File: config.mk
export PLATFORM = sky130hd
export DESIGN_NAME = axibram_write_flat
export DESIGN_NICKNAME = d
export VERILOG_FILES = /design/src/rtl/axibram_write_if.sv /design/src/rtl/axibram_write.sv /design/src/flat_wrapper.sv
export SDC_FILE = /design/constraint.sdc
export NUM_CORES = 1
export LEC_CHECK = 0
export ABC_AREA = 1
export CAP_MARGIN = 40
export CORE_MARGIN = 2
export CORE_UTILIZATION = 45
export CTS_BUF_LIST = sky130_fd_sc_hd__clkbuf_16
export DETAILED_ROUTE_END_ITERATION = 8
export GPL_TIMING_DRIVEN = 0
export PLACE_DENSITY_LB_ADDON = 0.3
export RECOVER_POWER = 100
export SKIP_CTS_REPAIR_TIMING = 1
export SYNTH_ARGS = -nofsm -noshare
export SYNTH_HDL_FRONTEND = slang
export SYNTH_SLANG_ARGS = --single-unit
File: constraint.sdc
create_clock -name aclk -period 3.17 [get_ports aclk]
set_input_delay 0.951 -clock aclk [delete_from_list [all_inputs] [get_ports aclk]]
set_output_delay 0.951 -clock aclk [all_outputs]
set_load 0.1 [all_outputs]
File: src/rtl/axibram_write_if.sv
// AXI3 write-address, write-data and write-response channels between the
// GP0 master and the BRAM write slave.
//
// Handshake rule for all three channels: a transfer happens on a rising clock
// edge where both valid and ready are high; the source holds valid and its
// payload stable until that edge, and ready may depend combinationally on
// state but never on valid of the same channel.
interface axibram_write_if;
  // write address channel
  logic [31:0] awaddr;
  logic        awvalid;
  logic        awready;
  logic [11:0] awid;
  logic [3:0]  awlen;
  logic [1:0]  awsize;
  logic [1:0]  awburst;
  // write data channel
  logic [31:0] wdata;
  logic        wvalid;
  logic        wready;
  logic [11:0] wid;
  logic        wlast;
  logic [3:0]  wstrb;
  // write response channel
  logic        bvalid;
  logic        bready;
  logic [11:0] bid;
  logic [1:0]  bresp;

  modport master (
    output awaddr, awvalid, awid, awlen, awsize, awburst,
    output wdata, wvalid, wid, wlast, wstrb,
    output bready,
    input  awready, wready, bvalid, bid, bresp
  );

  modport slave (
    input  awaddr, awvalid, awid, awlen, awsize, awburst,
    input  wdata, wvalid, wid, wlast, wstrb,
    input  bready,
    output awready, wready, bvalid, bid, bresp
  );
endinterface

File: src/rtl/axibram_write.sv
// AXI3 write slave that sequences FIXED/INCR/WRAP bursts onto a 32-bit BRAM
// write port. AW requests are queued, each burst is announced to the address
// decoder with start_burst/pre_awaddr, beats are gated by the selected
// device's dev_ready, and one B response per burst is queued for the master.
module axibram_write #(
  parameter int ADDRESS_BITS = 10
) (
  input  logic                    aclk,
  input  logic                    rst,
  axibram_write_if.slave          axi,
  output logic [ADDRESS_BITS-1:0] pre_awaddr,
  output logic                    start_burst,
  input  logic                    dev_ready,
  output logic                    bram_wclk,
  output logic [ADDRESS_BITS-1:0] bram_waddr,
  output logic                    bram_wen,
  output logic [3:0]              bram_wstb,
  output logic [31:0]             bram_wdata,
  output logic                    dbg_state
);
  localparam int AB = ADDRESS_BITS;
  localparam logic [1:0] BURST_FIXED = 2'b00;
  localparam logic [1:0] BURST_WRAP  = 2'b10;
  localparam logic [1:0] BURST_RSVD  = 2'b11;
  localparam logic [1:0] RESP_OKAY   = 2'b00;
  localparam logic [1:0] RESP_SLVERR = 2'b10;

  typedef enum logic { ST_IDLE = 1'b0, ST_BURST = 1'b1 } state_t;

  typedef struct packed {
    logic [11:0]   id;
    logic [1:0]    burst;
    logic [3:0]    len;
    logic [AB-1:0] addr;
  } aw_entry_t;

  typedef struct packed {
    logic [11:0] id;
    logic [1:0]  resp;
  } b_entry_t;

  // AW queue storage
  aw_entry_t aw_mem [4];
  logic [1:0] aw_wr, aw_rd;
  logic [2:0] aw_cnt;
  aw_entry_t  aw_head;
  logic       aw_push;

  // B queue storage
  b_entry_t   b_mem [4];
  logic [1:0] b_wr, b_rd;
  logic [2:0] b_cnt;
  b_entry_t   b_head, b_new;
  logic       b_full, b_pop;

  // active burst context
  state_t        state;
  logic [AB-1:0] cur_addr, next_addr, addr_inc, wrap_mask;
  logic [3:0]    cur_len, cur_left;
  logic [1:0]    cur_burst;
  logic [11:0]   cur_id;
  logic          cur_err;
  logic          busy, left_zero, beat, last_beat, beat_err, wrap_ok;

  // awsize, wid and the byte/upper address bits carry no information here
  logic unused_bits;
  assign unused_bits = ^{axi.awsize, axi.wid, axi.awaddr[31:AB+2], axi.awaddr[1:0]};

  // Only two outstanding AW entries are advertised, keeping headroom for
  // requests already in flight from the interconnect.
  assign aw_head     = aw_mem[aw_rd];
  assign axi.awready = aw_cnt < 3'd2;
  assign aw_push     = axi.awvalid && axi.awready;
  assign pre_awaddr  = aw_head.addr;

  assign busy      = state == ST_BURST;
  assign left_zero = cur_left == 4'd0;
  assign b_full    = b_cnt == 3'd4;
  assign axi.bvalid = b_cnt != 3'd0;
  assign b_pop     = axi.bvalid && axi.bready;

  // The final beat may only complete if its response has somewhere to go.
  assign axi.wready = busy && dev_ready && !(left_zero && b_full && !b_pop);
  assign beat       = axi.wvalid && axi.wready;
  assign last_beat  = beat && left_zero;

  // A new burst may start in the cycle the previous one finishes (no bubble).
  assign start_burst = (aw_cnt != 3'd0) && !b_full && (!busy || last_beat);

  assign beat_err = axi.wlast != left_zero;

  assign bram_wclk  = aclk;
  assign bram_waddr = cur_addr;
  assign bram_wen   = beat && (cur_burst != BURST_RSVD);
  assign bram_wstb  = axi.wstrb;
  assign bram_wdata = axi.wdata;
  assign dbg_state  = busy;

  assign b_head    = b_mem[b_rd];
  assign axi.bid   = b_head.id;
  assign axi.bresp = b_head.resp;

  // Response for the burst finishing this cycle, including this beat's wlast check.
  always_comb begin
    b_new.id   = cur_id;
    b_new.resp = (cur_err || beat_err) ? RESP_SLVERR : RESP_OKAY;
  end

  // Next word address; WRAP with an illegal length degrades to INCR.
  always_comb begin
    wrap_mask = AB'(cur_len);
    addr_inc  = cur_addr + AB'(1);
    wrap_ok   = (cur_len == 4'd1) || (cur_len == 4'd3) ||
                (cur_len == 4'd7) || (cur_len == 4'd15);
    case (cur_burst)
      BURST_FIXED: next_addr = cur_addr;
      BURST_WRAP:  next_addr = wrap_ok ? ((cur_addr & ~wrap_mask) | (addr_inc & wrap_mask))
                                       : addr_inc;
      default:     next_addr = addr_inc;
    endcase
  end

  // Burst sequencer: loads a burst on start_burst, steps address/count per beat.
  always_ff @(posedge aclk) begin
    if (rst) begin
      state     <= ST_IDLE;
      cur_addr  <= '0;
      cur_len   <= 4'd0;
      cur_left  <= 4'd0;
      cur_burst <= 2'b00;
      cur_id    <= 12'd0;
      cur_err   <= 1'b0;
    end else begin
      if (beat) begin
        cur_left <= cur_left - 4'd1;
        cur_addr <= next_addr;
        cur_err  <= cur_err | beat_err;
      end
      if (start_burst) begin
        state     <= ST_BURST;
        cur_addr  <= aw_head.addr;
        cur_len   <= aw_head.len;
        cur_left  <= aw_head.len;
        cur_burst <= aw_head.burst;
        cur_id    <= aw_head.id;
        cur_err   <= aw_head.burst == BURST_RSVD;
      end else if (last_beat) begin
        state <= ST_IDLE;
      end
    end
  end

  // AW queue: push on handshake, pop when a burst starts.
  always_ff @(posedge aclk) begin
    if (rst) begin
      aw_wr  <= 2'd0;
      aw_rd  <= 2'd0;
      aw_cnt <= 3'd0;
    end else begin
      if (aw_push) begin
        aw_mem[aw_wr] <= {axi.awid, axi.awburst, axi.awlen, axi.awaddr[AB+1:2]};
        aw_wr         <= aw_wr + 2'd1;
      end
      if (start_burst) aw_rd <= aw_rd + 2'd1;
      case ({aw_push, start_burst})
        2'b10:   aw_cnt <= aw_cnt + 3'd1;
        2'b01:   aw_cnt <= aw_cnt - 3'd1;
        default: aw_cnt <= aw_cnt;
      endcase
    end
  end

  // B queue: push on the last beat of a burst, pop on B handshake.
  always_ff @(posedge aclk) begin
    if (rst) begin
      b_wr  <= 2'd0;
      b_rd  <= 2'd0;
      b_cnt <= 3'd0;
    end else begin
      if (last_beat) begin
        b_mem[b_wr] <= b_new;
        b_wr        <= b_wr + 2'd1;
      end
      if (b_pop) b_rd <= b_rd + 2'd1;
      case ({last_beat, b_pop})
        2'b10:   b_cnt <= b_cnt + 3'd1;
        2'b01:   b_cnt <= b_cnt - 3'd1;
        default: b_cnt <= b_cnt;
      endcase
    end
  end
endmodule
File: src/flat_wrapper.sv
// flat-port wrapper written by rule: the top's interface ports become plain ports
module axibram_write_flat 
#(
  parameter int ADDRESS_BITS = 10
)
  (aclk, rst, pre_awaddr, start_burst, dev_ready, bram_wclk, bram_waddr, bram_wen, bram_wstb, bram_wdata, dbg_state, axi_awaddr, axi_awvalid, axi_awid, axi_awlen, axi_awsize, axi_awburst, axi_wdata, axi_wvalid, axi_wid, axi_wlast, axi_wstrb, axi_bready, axi_awready, axi_wready, axi_bvalid, axi_bid, axi_bresp);
  axibram_write_if axi_i ();
  input  logic aclk;
  input  logic rst;
  output logic [ADDRESS_BITS-1:0] pre_awaddr;
  output logic start_burst;
  input  logic dev_ready;
  output logic bram_wclk;
  output logic [ADDRESS_BITS-1:0] bram_waddr;
  output logic bram_wen;
  output logic [3:0] bram_wstb;
  output logic [31:0] bram_wdata;
  output logic dbg_state;
  input wire logic [$bits(axi_i.awaddr)-1:0] axi_awaddr;
  input wire logic [$bits(axi_i.awvalid)-1:0] axi_awvalid;
  input wire logic [$bits(axi_i.awid)-1:0] axi_awid;
  input wire logic [$bits(axi_i.awlen)-1:0] axi_awlen;
  input wire logic [$bits(axi_i.awsize)-1:0] axi_awsize;
  input wire logic [$bits(axi_i.awburst)-1:0] axi_awburst;
  input wire logic [$bits(axi_i.wdata)-1:0] axi_wdata;
  input wire logic [$bits(axi_i.wvalid)-1:0] axi_wvalid;
  input wire logic [$bits(axi_i.wid)-1:0] axi_wid;
  input wire logic [$bits(axi_i.wlast)-1:0] axi_wlast;
  input wire logic [$bits(axi_i.wstrb)-1:0] axi_wstrb;
  input wire logic [$bits(axi_i.bready)-1:0] axi_bready;
  output wire logic [$bits(axi_i.awready)-1:0] axi_awready;
  output wire logic [$bits(axi_i.wready)-1:0] axi_wready;
  output wire logic [$bits(axi_i.bvalid)-1:0] axi_bvalid;
  output wire logic [$bits(axi_i.bid)-1:0] axi_bid;
  output wire logic [$bits(axi_i.bresp)-1:0] axi_bresp;
  assign axi_i.awaddr = axi_awaddr;
  assign axi_i.awvalid = axi_awvalid;
  assign axi_i.awid = axi_awid;
  assign axi_i.awlen = axi_awlen;
  assign axi_i.awsize = axi_awsize;
  assign axi_i.awburst = axi_awburst;
  assign axi_i.wdata = axi_wdata;
  assign axi_i.wvalid = axi_wvalid;
  assign axi_i.wid = axi_wid;
  assign axi_i.wlast = axi_wlast;
  assign axi_i.wstrb = axi_wstrb;
  assign axi_i.bready = axi_bready;
  assign axi_awready = axi_i.awready;
  assign axi_wready = axi_i.wready;
  assign axi_bvalid = axi_i.bvalid;
  assign axi_bid = axi_i.bid;
  assign axi_bresp = axi_i.bresp;
  axibram_write #(.ADDRESS_BITS(ADDRESS_BITS)) u_core (.aclk(aclk), .rst(rst), .axi(axi_i), .pre_awaddr(pre_awaddr), .start_burst(start_burst), .dev_ready(dev_ready), .bram_wclk(bram_wclk), .bram_waddr(bram_waddr), .bram_wen(bram_wen), .bram_wstb(bram_wstb), .bram_wdata(bram_wdata), .dbg_state(dbg_state));
endmodule
==> flow_summary.ini, run 1 <==
[setup_path]
critical_path_peak_fanout = 11
cp-startpoint = u_core.cur_left[0]
crit_chain = inv_2, ha_4, nand2_2, nor2_4, nand4_4, nand2_4, nand2_4, inv_8, buf_6, buf_12
cp-endpoint = start_burst
cpPeakStageDelay_ns = 0.30
path_class = reg -> out
reg2regPathDepth = 16
setup.worst_path.start_class = register
crit_path_end_kind = primary output
r2r-start = u_core.cur_left[0]
worst-path-buf-inv = 4
reg2reg_slack_ns = 0.56
arrival_ns = 2.18
slowest_stage = dfxtp_1
cp.required_ns = 2.22
cp.depth = 10
cp_top_family = simple AND/OR/NAND/NOR gates
worstReg2RegEnd = u_core.aw_cnt[2]
path_common_cell = nand2_4

[finish]
final_cell_area_sq_um = 13000
fin_nets = 1150
final_layout_size_suffix_gt1_share_pct = 26.0
area.growth.synth_to_final_pct = 42.1
nFillCells = 1421
antenna_cells = 0
fin_cells = 1314

[global_route]
grt_pass1_vias = 6484
grt_antenna_before_repair = 0
grt_use_total_pct = 19.4
grt_pass1_wl_microns = 33100
grt_max_degree = 20
grt_overflow = 0

[cts]
clkTransAtPathRegs_ns = 0.06
clk_latency_ns = 0.63
cts_tree = built

[pwr]
power.density_nw_per_um2 = 953
leakagePower_nw = 4.93
max-vdd-ir-drop_uv = 462

[timing]
finalHoldViolations = 0
min_period_ns = 3.13
final_max_slew_viol_count = 0
worstMarginPinSlew_ns = 0.729
skew_ns = 0.0156
period_share_pct = 98.8
tns_ns = 0
setup_viol = 0
maxSlewHeadroom_pct = 50.9
fmax_ghz = 0.319
hold-worst-slack_ns = 0.451
rsz0062_at_grt = true

[floorplan]
die_w_microns = 147
die_h_microns = 147
ios = 184
dieArea_sq_um = 21500
initial_core_util_pct = 45.5
core_sq_um = 20100
rows = 52

[synth]
synth_area_leader_cell = edfxtp_1
ys_warn_count = 0
ys_seq_elements = 216
avgSynthCellArea_sq_um = 11.1
synth_area_leaders = edfxtp_1 (54%), dfxtp_1 (11%), o21ai_0 (6.0%)
ys_types = 42
syn_area_sq_um = 9140
yosys.area.top_type_share_pct = 53.9
async_reset_ff_share_pct = 0
netlist_instances = 824
syn-num-nets = 945
synth_edf_count = 164
ys_seq_area_share_pct = 65.3
synthFlopType = edfxtp_1

[route]
detail_route.vias_per_cell = 5.09
routedWlPerCell_microns = 16.3
first_pass_iters = 5
wl_microns = 21400
postRouteAntennaNets = 0
drt_drc_violations_left = 0
first_iter_violations = 466
vias = 6683

[min_path]
hold_class = reg -> reg

[place]
gp_congestion = 0.815
dp_hpwl_microns = 14600
portBuffers = 110
dp.cells = 1287
placed_area_sq_um = 12000

[run_status]
status = finished clean

[run]
cap_violations = 0
## synthesized netlist by cell type, types with 6 or more instances
cell	number
a21oi_1	30
buf_4	49
buf_2	9
o21ai_0	110
ha_1	12
nor2_1	134
nand2_1	64
clkbuf_1	17
xor2_1	6
inv_1	51
o22ai_1	39
dfxtp_1	52
o21ai_1	11
edfxtp_1	164
nand3_1	19
## cells by family (layout without fill, tap and decap cells)
kind of cell             after synthesis  in the layout  share of synthesized area [%]
XOR/XNOR                               7              7                          0.671
adder cells (fa/ha/maj)               14             14                           2.08
AO/OA/AOI/OAI                        199            199                           11.8
other                                  1              1                         0.0410
AND/OR/NAND/NOR                      246            246                           11.7
flip-flops                           216            216                           65.3
buffers and inverters                141            361                           8.40
## cell type report
cell class	instances	area (sq um)	area share [%]
sequential	216	5980	46.0
multi-input combinational	467	2620	20.2
timing repair buffer	178	2390	18.4
clock buffer	26	633	4.87
buffer	82	629	4.85
tap	270	338	2.60
inverter	58	240	1.85
clock inverter	17	164	1.26
## how the worst min path moves through the flow
| stage | depth (start not counted) | start | slack [ns] | to |
|---|---|---|---|---|
| after global placement | 2 | u_core.aw_rd[1] | 0.44 | u_core.aw_rd[1] |
| after CTS | 2 | u_core.b_rd[1] | 0.46 | register |
| final | 2 | u_core.b_rd[1] | 0.45 | register |
| after detailed placement | 2 | u_core.cur_len[1] | 0.45 | u_core.cur_len[1] |
| after global routing | 2 | u_core.aw_rd[1] | 0.48 | register |
| after floorplan | 2 | u_core.b_rd[1] | 0.44 | register |
## report_power, final
part	switching [mW]	total, mW	leakage, nW	internal (mW)
Combinational	3.59	5.66	2.60	2.07
Sequential	0.317	3.84	1.92	3.52
Clock	1.18	2.88	0.412	1.70
Total	5.09	12.4	4.93	7.30
## worst reg2reg max path: cells and delay by family, from the launching register on
kind                       cells  cell delay (ns)
and+or+nand+nor                5             0.54
DFF                            1             0.30
buffers and inverters          4             0.42
adders and majority gates      3             0.69
AOI/OAI and AO/OA              4             0.54
## state kept, by name (all words and copies together), names as in the netlist, named ones only
signal and cells:
u_core.cur_left 4, u_core.aw_wr 2, u_core.aw_cnt 3, u_core.b_wr 2, u_core.cur_err 1, u_core.b_rd 2, u_core.cur_len 4, u_core.cur_id 12
u_core.cur_burst 2, u_core.aw_rd 2, u_core.b_mem 52, u_core.aw_mem 112, u_core.b_cnt 3, u_core.dbg_state 1, u_core.bram_waddr 7
## cell usage in the layout (no fill, tap or decap), types with 3 or more instances in the layout
cell	synthesis	routed
nor2_2	5	3
a21oi_2	5	5
nand2_2	5	5
nand2_4	3	3
o22ai_1	39	19
buf_8	1	51
clkinv_2	1	4
dfxtp_1	52	47
inv_1	51	50
nand3_1	19	19
inv_2	5	7
buf_16	0	6
ha_1	12	11
dfxtp_2	0	3
bufinv_16	0	3
o22ai_2	0	20
nand4_1	4	4
edfxtp_1	164	164
dlygate4sd3_1	0	28
clkbuf_1	17	9
clkdlybuf4s50_1	0	52
clkinv_1	0	5
o21ai_0	110	104
o21ai_1	11	17
nor2_1	134	130
buf_12	0	27
nor2_4	1	7
xor2_1	6	6
clkbuf_16	0	25
buf_6	3	15
dlymetal6s2s_1	0	3
buf_4	49	66
nand2_1	64	63
a21oi_1	30	29
## metal layers
metal  wire [microns]  part of all wire, %  vias to the layer above  track usage [%]
met1             9330                   44                     3167             24.7
met2            10300                   48                      240             33.1
li1                 -                    -                     3232                -
met5                0                    0                        -                0
met3             1320                  6.2                       44             4.03
met4              465                  2.2                        0             6.94
## stage by stage
stage / power (mW) / utilization, % / setup slack [ns]
5_1_grt: 12.9 / 64.6 / -0.0850
4_1_cts: 12.2 / 63.8 / -0.825
3_5_place_dp: 9.42 / 59.8 / -0.818
2_1_floorplan: 7.43 / - / -0.173
3_3_place_gp: 8.54 / 53.2 / -1.66
6_report: 12.4 / 64.6 / 0.0371
Note: power is estimated with default switching activity, not from simulation.
==> run 2: changes to the inputs <==
- REMOVE_ABC_BUFFERS: default -> 1
- SKIP_CTS_REPAIR_TIMING: 1 -> default
==> flow_summary.ini, run 2 (same netlist as run 1, synthesis figures left out) <==
[run_status]
status = finished clean

[route]
postRouteAntennaNets = 0
first_pass_iters = 4
first_iter_violations = 347
routedWlPerCell_microns = 19.0
vias = 6211
detail_route.vias_per_cell = 5.24
drt_drc_violations_left = 0
wl_microns = 22500

[floorplan]
die_h_microns = 147
rows = 52
die_w_microns = 147
core_sq_um = 20100
initial_core_util_pct = 45.5
ios = 184
dieArea_sq_um = 21500

[cts]
clkTransAtPathRegs_ns = 0.06
cts_tree = built
clk_latency_ns = 0.62

[setup_path]
slowest_stage = dfxtp_1
path_class = reg -> out
path_common_cell = nand2_8
setup.worst_path.start_class = register
reg2regPathDepth = 16
cpPeakStageDelay_ns = 0.30
r2r-start = u_core.cur_left[0]
critical_path_peak_fanout = 4
crit_chain = inv_1, ha_1, nand2_2, nor2_1, nand4_4, nand2_8, nand2_8, inv_16, buf_16
worstReg2RegEnd = u_core.aw_cnt[2]
reg2reg_slack_ns = 0.31
crit_path_end_kind = primary output
cp.required_ns = 2.22
arrival_ns = 2.17

[global_route]
grt_use_total_pct = 20.9
grt_antenna_before_repair = 2
grt_pass1_vias = 6016
grt_max_degree = 34
grt_pass1_wl_microns = 34400
grt_overflow = 0

[pwr]
max-vdd-ir-drop_uv = 502
p_comb_share_pct = 43.2
netSwitchingPower_mw = 4.82
leakagePower_nw = 4.26
p_int_mw = 6.95
power.density_nw_per_um2 = 1010
clkPwrFrac_pct = 24.2
seqPwrFrac_pct = 32.6
p_sw_share_pct = 40.9

[finish]
final_common_cell = edfxtp_1
reg_top3 = u_core.aw_mem x112, u_core.b_mem x52, u_core.cur_id x12
final_layout_size_suffix_gt1_share_pct = 19.1
fin_nets = 1021
fin_cells = 1186
final_cell_mix = edfxtp_1 (164), nor2_1 (130), o21ai_0 (109)
largest_reg_flops = 112
area.growth.synth_to_final_pct = 28.0
top_register = u_core.aw_mem

[timing]
hold-worst-slack_ns = 0.450
final_max_slew_viol_count = 0
maxSlewHeadroom_pct = 47.6
min_period_ns = 3.12
skew_ns = 0.0121
period_share_pct = 98.4
setup_viol = 0
worstMarginPinSlew_ns = 0.783
fmax_ghz = 0.320
rsz0062_at_grt = true
finalHoldViolations = 0

[place]
gp_congestion = 0.794
dp_hpwl_microns = 14000
portBuffers = 74
dp.cells = 1137

[min_path]
hp-start = u_core.aw_rd[1]
hold_class = reg -> reg
holdPathStages = 2

[run]
cap_violations = 0
## run 2: cell count changes in the layout (fill, tap and decap cells not counted), moves of 12 or more
cell	before	now
clkdlybuf4s50_1	52	16
buf_6	15	3
buf_4	66	20
o22ai_1	19	32
buf_8	51	15
o22ai_2	20	7
## run 2: metrics by stage
stage / cell area [sq um] / power [mW] / worst slack [ns] / TNS, ns / util (%)
after floorplan: 8600 / 6.76 / -1.75 / -25.12 / -
after global placement: 9680 / 7.89 / -2.79 / -426.82 / 48.1
after detailed placement: 10600 / 8.72 / -1.13 / -106.48 / 52.5
after CTS: 11700 / 11.8 / -0.0602 / -0.0635 / 58.1
after global routing: 11700 / 12.3 / -0.0800 / -1.04 / 58.2
final: 11700 / 11.8 / 0.0494 / 0 / 58.2
## run 2: worst max-delay path by stage
stage                  startpoint                    to  slack (ns)  cells past startpoint
5_1_grt                       rst   u_core.b_mem[2][10]       -0.08                      6
2_1_floorplan    u_core.dbg_state              bram_wen       -1.75                      4
3_5_place_dp           axi_wvalid           start_burst       -1.13                      7
6_report       u_core.cur_left[0]           start_burst        0.05                      9
4_1_cts                 dev_ready           start_burst       -0.06                      8
3_3_place_gp                  rst  u_core.aw_mem[3][11]       -2.79                      4
## run 2: layer usage
metal,up-vias,share of wire [%],global-route usage (%)
met1,2977,41,26.2
li1,2971,-,-
met2,223,49,34.3
met5,-,0.22,3.41
met4,2,2.0,5.78
met3,38,8.2,7.19
## run 2: worst max-delay path: cells and delay by family, from the launching register on
kind | cells | cell delay [ns]
simple gates | 5 | 0.63
flops | 1 | 0.30
fa+ha+maj | 1 | 0.26
buf+inv | 3 | 0.35
## run 2: power by group through the flow
| stage | registers, mW | clock network [mW] | logic (mW) |
|---|---|---|---|
| CTS | 3.84 | 2.88 | 5.05 |
| global placement | 4.00 | 0.124 | 3.76 |
| floorplan | 4.24 | 0 | 2.52 |
| finish | 3.84 | 2.85 | 5.09 |
| detailed placement | 3.94 | 0.124 | 4.65 |
| global route | 3.89 | 3.01 | 5.42 |
## run 2: area by class of cell
class                   count  area, sq um
flip-flops and latches    216         5980
diodes                      2         5.00
clock inverters            16          173
inverters                  58          268
clock buffers              26          631
fillers                  1596         8410
repair inverters            3         23.8
well taps                 270          338
multi-input cells         469         2540
repair buffers            126         1740
## run 2: repair_timing
action,in CTS,in global routing
hold buffers,0,0
endpoints found under the setup margin,101,47
gates resized for setup,69,9
cloned,6,0
hold endpoints to repair,0,0
pin swaps,10,2
setup buffers,21,5
==> run 3: changes to the inputs <==
- CORE_MARGIN: 2 -> default
- MAX_ROUTING_LAYER: default -> met4
==> flow_summary.ini, run 3 (same netlist as run 1, synthesis figures left out) <==
[run_status]
status = finished clean

[global_route]
grt_pass1_vias = 6139
grt_pass1_wl_microns = 34500
grt_overflow = 0
grt_use_total_pct = 22.9
grt_max_degree = 23
grt_antenna_before_repair = 3

[floorplan]
ios = 184
die_w_microns = 145
core_sq_um = 19700
dieArea_sq_um = 20900
initial_core_util_pct = 46.5
die_h_microns = 145
rows = 51

[pwr]
finalPower_mw = 11.5
power.density_nw_per_um2 = 1020
max-vdd-ir-drop_uv = 538
leakagePower_nw = 4.17

[finish]
fin_nets = 1026
final_layout_size_suffix_gt1_share_pct = 17.9
top_register = u_core.aw_mem
nFillCells = 1612
final_cell_area_sq_um = 11300
area.growth.synth_to_final_pct = 23.6
reg_top3 = u_core.aw_mem x112, u_core.b_mem x52, u_core.cur_id x12
fin_cells = 1189
largest_reg_flops = 112
final_cell_mix = edfxtp_1 (164), nor2_1 (131), o21ai_0 (111)
final_common_cell = edfxtp_1

[setup_path]
cpPeakStageDelay_ns = 0.36
crit_chain = clkbuf_16, clkbuf_16, clkbuf_2
cp.depth = 3
setup.worst_path.start_class = clock port
worst-path-buf-inv = 3
reg2regPathDepth = 8
path_class = clk -> out
cp_top_family = buffers and inverters
critical_path_peak_fanout = 2
slowest_stage = clkbuf_2
crit_path_end_kind = primary output
path_common_cell = clkbuf_16
cp.required_ns = 2.22
reg2reg_slack_ns = 0.58
arrival_ns = 2.20

[cts]
clk_latency_ns = 0.62
postCtsHoldBufs = 0
cts_tree = built
clkTransAtPathRegs_ns = 0.06

[place]
dp_hpwl_microns = 14100
placed_area_sq_um = 10500
gp_congestion = 0.848
dp.cells = 1132
portBuffers = 74

[route]
met2_length_microns = 10900
wl_met1_microns = 9080
first_iter_violations = 333
dr_wl_met3_microns = 2080
drt_drc_violations_left = 0
routedWlPerCell_microns = 18.8
first_pass_iters = 4
detail_route.vias_per_cell = 5.25
highest_layer = met4
vias = 6242
wl_microns = 22300
postRouteAntennaNets = 0

[timing]
skew_ns = 0.0232
final_max_slew_viol_count = 0
maxSlewHeadroom_pct = 40.5
tns_ns = 0
finalHoldViolations = 0
rsz0062_at_grt = false
worstMarginPinSlew_ns = 0.891
setup_viol = 0

[min_path]
holdPathStages = 2
hold_class = reg -> reg

[run]
cap_violations = 0
run 3: cell types whose count changed in the layout (fill, tap and decap cells not counted), sizes merged, moves of 2 or more:
cell and change:
buf -27, bufinv +2, clkbuf +31, clkdlybuf4s50 -5
clkinvlp -2, dlygate4sd3 +5
run 3: per-layer routing:
layer | global-route usage (%) | vias to the layer above
li1 | - | 2994
met4 | 5.10 | 0
met1 | 26.5 | 2983
met5 | - | -
met2 | 37.7 | 243
met3 | 8.64 | 22
run 3: where the power goes:
| group | switching [mW] | internal, mW |
|---|---|---|
| logic | 3.24 | 1.43 |
| registers | 0.309 | 3.52 |
| clock network | 1.17 | 1.84 |
| total | 4.71 | 6.79 |
run 3: final timing paths:
kind / start / endpoint
hold / removal: u_core.aw_rd[1] / register
setup / recovery: aclk / bram_wclk
hold reg to reg: u_core.aw_rd[1] / register
setup reg to reg: u_core.cur_left[1] / u_core.b_mem[2][10]
run 3: timing repair:
item | CTS | global route
pin swaps | 7 | 1
gates resized for setup | 66 | 9
endpoints found under the hold margin | 0 | 0
gates cloned | 6 | 0
endpoints found under the setup margin | 145 | 86
buffers inserted | 23 | 7
run 3: worst min-delay path: stages (launching register included):
cell	delay, ns
dfxtp_1	0.31
inv_1	0.05
a21oi_1	0.06
run 3: stage by stage:
| stage | hold WS, ns | setup slack (ns) | utilization, % |
|---|---|---|---|
| final | 0.450 | 0.0224 | 57.5 |
| after global routing | 0.488 | 0.0142 | 57.5 |
| after detailed placement | 0.449 | -1.13 | 53.7 |
| after CTS | 0.449 | -0.0169 | 59.8 |
| after floorplan | 0.437 | -1.75 | - |
| after global placement | 0.445 | -2.74 | 49.2 |
run 3: layout make-up:
| type | instances | area (sq um) | share of cell area [%] |
|---|---|---|---|
| Sequential cell | 216 | 5980 | 53.0 |
| Multi-Input combinational cell | 469 | 2470 | 21.8 |
| Timing Repair Buffer | 132 | 1380 | 12.2 |
| Clock buffer | 26 | 631 | 5.58 |
| Tap cell | 265 | 332 | 2.94 |
| Inverter | 58 | 263 | 2.33 |
| Clock inverter | 18 | 218 | 1.93 |
| Timing Repair inverter | 2 | 16.3 | 0.144 |
| Antenna cell | 3 | 7.51 | 0.0665 |
